`config.mk`:
```
export PLATFORM = sky130hd
export DESIGN_NAME = cdb_arbiter_rr
export DESIGN_NICKNAME = d
export VERILOG_FILES = /design/src/rtl/cdb_arbiter_rr.sv
export SDC_FILE = /design/constraint.sdc
export NUM_CORES = 1
export LEC_CHECK = 0
export ABC_AREA = 1
export BUFFER_PORTS_ARGS = -buffer_cell sky130_fd_sc_hd__buf_2
export CORE_ASPECT_RATIO = 0.5
export CORE_UTILIZATION = 50
export DETAILED_ROUTE_END_ITERATION = 8
export PLACE_DENSITY = 0.86
export RECOVER_POWER = 25
export SLEW_MARGIN = 25
export SYNTH_ARGS = -nofsm -noshare
export SYNTH_HDL_FRONTEND = slang
export SYNTH_SLANG_ARGS = --single-unit
```
`constraint.sdc`:
```
create_clock -name clock -period 4.8 [get_ports clock]
set_clock_uncertainty 0.15 [all_clocks]
set_input_delay 0.72 -clock clock [delete_from_list [all_inputs] [get_ports clock]]
set_output_delay 0.72 -clock clock [all_outputs]
set_load 0.01 [all_outputs]
```
`src/rtl/cdb_arbiter_rr.sv`:
```
// cdb_arbiter_rr: grants one completing source per cycle onto the Common Data Bus
// and registers its tag/data as the broadcast; fixed-priority or round-robin.
module cdb_arbiter_rr #(
    parameter int NUM_SRC = 4,
    parameter int DATA_W  = 16,
    parameter int TAG_W   = 3,
    parameter bit RR_MODE = 1'b1
) (
    input  logic                        clock,
    input  logic                        reset_n,
    input  logic [NUM_SRC-1:0]          req,
    input  logic [NUM_SRC*TAG_W-1:0]    tag,
    input  logic [NUM_SRC*DATA_W-1:0]   data,
    input  logic                        hold,
    output logic [NUM_SRC-1:0]          grant,
    output logic                        cdb_valid,
    output logic [TAG_W-1:0]            qi_cdb,
    output logic [DATA_W-1:0]           qi_cdb_data,
    output logic [$clog2(NUM_SRC)-1:0]  rr_ptr
);
    localparam int PW = $clog2(NUM_SRC);

    logic [NUM_SRC-1:0] elig;
    logic [NUM_SRC-1:0] pick;
    logic [PW-1:0]      idx;
    logic [PW-1:0]      ptr_nxt;
    logic [TAG_W-1:0]   sel_tag;
    logic [DATA_W-1:0]  sel_data;

    // Tag 0 means "no producer", so such a request can never reach the bus
    for (genvar i = 0; i < NUM_SRC; i++) begin : g_elig
        assign elig[i] = req[i] && (|tag[i*TAG_W +: TAG_W]);
    end

    always_comb begin
        pick = '0;
        idx  = '0;
        for (int k = 0; k < NUM_SRC; k++) begin
            idx = RR_MODE ? PW'((int'(rr_ptr) + k) % NUM_SRC) : PW'(k);
            if (pick == '0 && elig[idx]) pick[idx] = 1'b1;
        end
    end

    assign grant = (reset_n && !hold) ? pick : '0;

    always_comb begin
        sel_tag  = '0;
        sel_data = '0;
        ptr_nxt  = rr_ptr;
        for (int i = 0; i < NUM_SRC; i++) begin
            if (grant[i]) begin
                sel_tag  = tag[i*TAG_W +: TAG_W];
                sel_data = data[i*DATA_W +: DATA_W];
                ptr_nxt  = PW'((i + 1) % NUM_SRC);
            end
        end
    end

    // Tag/data hold their last value on idle cycles; consumers qualify on cdb_valid
    always_ff @(posedge clock) begin
        if (!reset_n) begin
            cdb_valid   <= 1'b0;
            qi_cdb      <= '0;
            qi_cdb_data <= '0;
            rr_ptr      <= '0;
        end else begin
            cdb_valid <= |grant;
            if (|grant) begin
                qi_cdb      <= sel_tag;
                qi_cdb_data <= sel_data;
                if (RR_MODE) rr_ptr <= ptr_nxt;
            end
        end
    end
endmodule

```
==> results.txt <==
Vias in the first global route: 2,239
Core ar.: 4060 µm²
Worst-path clk slew: 80 ps
Gpl congestion: 0.919
Post-Route WL: 5.91 mm
Worst reg2reg path depth: 22
# H-tree levels: 1
Routed Antenna Nets: 0
Fill cells: 392
Post-synthesis register bit count: 22
Most common cell after layout, fill and taps aside: buf_2
Total power: 1.33 mW
Vias/cell: 5.00
Die area: 4700 µm²
Antenna cells: 0
Fin crit period: 3980 ps
PD cells: 482 nW/µm²
PortBufs: 108
Total CTS buffers: 3
Hold_sp: qi_cdb[2]
Initial antenna violation count: 0
Slowest CP cell: dfxtp_1
Sw frac: 50.1%
CTS root buffer: clkbuf_8
Gr usage total: 26.3%
Cells on Worst Hold Path: 2
CP required: 3930 ps
Layout area overhead: 25.3%
Max clock buf depth: 2
Post-synth cell types: 29
Die X-Extent: 96.0 µm
Row Count: 16
Drc violations: 0
CTS tree: yes
Final worst-path cycle share: 82.9%
Hold-fix buffers, CTS: 0
RSZ-0062 raised after global routing: false
Largest net degree at the start of global routing: 26
Clock Latency Late Sink: 270 ps
Clock sinks: 22
Tightest Pin Transition: 786 ps
Layout cells sized above 1: 35.6%
Critical path buffer and inverter count: 5
Nets: 541
Leak pwr: 1.53 nW
Setup bufs post-CTS: 0
Resized cells post-CTS: 0
Netlist Area Pre-Place: 2210 µm²
Peak supply drop: 0.000220 V
Slew HR: 47.5%
FF-to-FF setup slack: 1120 ps
Global-route wire length before repair: 9.82 mm
Uppermost routed layer: met4
WS Path Type: reg -> out
Synth Area per Inst: 6.31 µm²
Critical path arrival: 3110 ps
Met3 Wirelength: 357 µm
NetSw: 0.668 mW
DPL Wire Length: 4.63 mm
Commonest non-fill, non-tap cells in the layout: buf_2 (96), nand2_1 (77), nand3_1 (61)
DRT met1 WL: 2.52 mm
Final setup TNS: 0 ps
Routed length per placed instance: 11.7 µm
Worst path cell trace: inv_2 > ha_1 > nand3b_1 > nand2_1 > inv_1 > nand2_1 > inv_1 > nand3_1 > nand2_2 > nor2_1 > nand3_1 > nand3_2 > nor2_4 > nand3_1 > nand2_1 > nand2_2 > inv_2 > buf_2
Yosys warns: 0
Worst r2r src: rr_ptr[0]
Ranking of synthesized cells by area: dfxtp_1 (20%), nand3_1 (14%), nand2_1 (13%), inv_1 (7.0%), nor2_1 (6.5%)
Synth Instances: 350
CP max FO: 18
Core Util, Final: 68.1%
DR pass1 iterations: 4
Clk pwr share: 13.2%
Max-capacitance violation count: 0
P_int: 0.666 mW
Fin. Hold Viols: 0
Endpoint, Worst Hold: qi_cdb[2]
Wire length on met2: 2.96 mm
Crit end category: primary output
Die Height: 49.0 µm
Register area share after synthesis: 19.9%
Syn nets: 440
Worst Hold Class: reg -> reg
Area leader, netlist: dfxtp_1
DR iter-0 viols: 152
Fmax: 251 MHz
Status: completed
Worst R2R End: qi_cdb_data[4]
# setup viols final: 0
Initial Utilization: 54.3%
Top Family by Delay on Critical Path: simple AND/OR/NAND/NOR gates
Largest stage delay on the critical path: 580 ps
Sequential Power Share: 20.6%
Max-slew violation count: 0
CP Launch Type: flip-flop
Top-Level Pins: 109
Yosys top cell area share: 19.9%
Via Count: 2,519
GRT overflow: 0
Combinational share of power: 66.2%
==> cells by family (layout without fill, tap and decap cells) <==
kind of cell               Yosys count  count (layout)  synth area share [%]
AOI/OAI and AO/OA                   39              39                  14.2
adders and majority gates            7               7                  3.97
buffers and inverters               60             160                  13.5
DFF                                 22              22                  19.9
and+or+nand+nor                    222             222                  48.4
==> flip-flops by register name (all words and copies together) (netlist names) <==
name	cells
qi_cdb_data	16
qi_cdb	3
rr_ptr	2
cdb_valid	1
==> worst reg2reg max path, stage by stage (launching register included) <==
cell and delay, ps:
dfxtp_1 580, inv_2 150, ha_1 370, nand3b_1 170, nand2_1 60, inv_1 40
nand2_1 50, inv_1 70, nand3_1 90, nand2_2 60, nor2_2 140, nand3_1 90
nand2_1 130, nor2_4 70, nand2_1 70, nand2_1 50, nand3_1 60, buf_4 210
nand2_2 90, nor2_4 420, inv_4 220, o21bai_1 190, nor2_1 60
==> layout make-up <==
cell class	count	area [µm²]	area share [%]
inverter	46	178	6.42
clock inverter	1	30.0	1.08
multi-input combinational	268	1470	53.1
clock buffer	3	41.3	1.49
tap	54	67.6	2.44
timing repair buffer	110	541	19.5
sequential	22	440	15.9
==> worst max path at each step <==
stage,startpoint,end,slack (ps),cells after the start
floorplan,rr_ptr[0],grant[0],1540,18
global placement,tag[9],grant[0],1130,19
detailed placement,tag[9],qi_cdb_data[4],1070,22
CTS,rr_ptr[1],grant[0],850,18
global route,rr_ptr[1],grant[0],500,18
finish,rr_ptr[0],grant[0],820,18
==> power by group through the flow <==
stage / Clock (mW) / Combinational [mW] / Sequential (mW)
after floorplan: 0 / 0.725 / 0.300
after global placement: 0 / 0.879 / 0.277
after detailed placement: 0 / 0.888 / 0.278
after CTS: 0.178 / 0.892 / 0.274
after global routing: 0.189 / 0.989 / 0.282
final: 0.176 / 0.883 / 0.274
==> through the flow <==
stage / area, µm² / worst slack (ps) / hold WS (ps) / instances
finish: 2770 / 823 / 323 / 504
global route: 2770 / 500 / 340 / 504
global placement: 2710 / 1130 / 302 / 500
CTS: 2780 / 849 / 322 / 504
floorplan: 2210 / 1540 / 337 / 350
detailed placement: 2710 / 1070 / 310 / 500
==> metal layers <==
layer / vias to the layer above / GRT usage [%]
met4: 0 / 6.22
met2: 88 / 47.0
met5: - / 0
met3: 9 / 4.67
li1: 1308 / -
met1: 1114 / 32.7
==> cells in the mapped netlist, drive strengths merged <==
library cell	instances
nor3	2
a21oi	4
nand2	97
inv	46
o21ai	18
a31oi	1
o21bai	15
dfxtp	22
nor2	54
o31ai	1
clkbuf	1
nand3	68
buf	13
nand3b	1
ha	7
No activity file was read; power rests on OpenSTA's default activity.
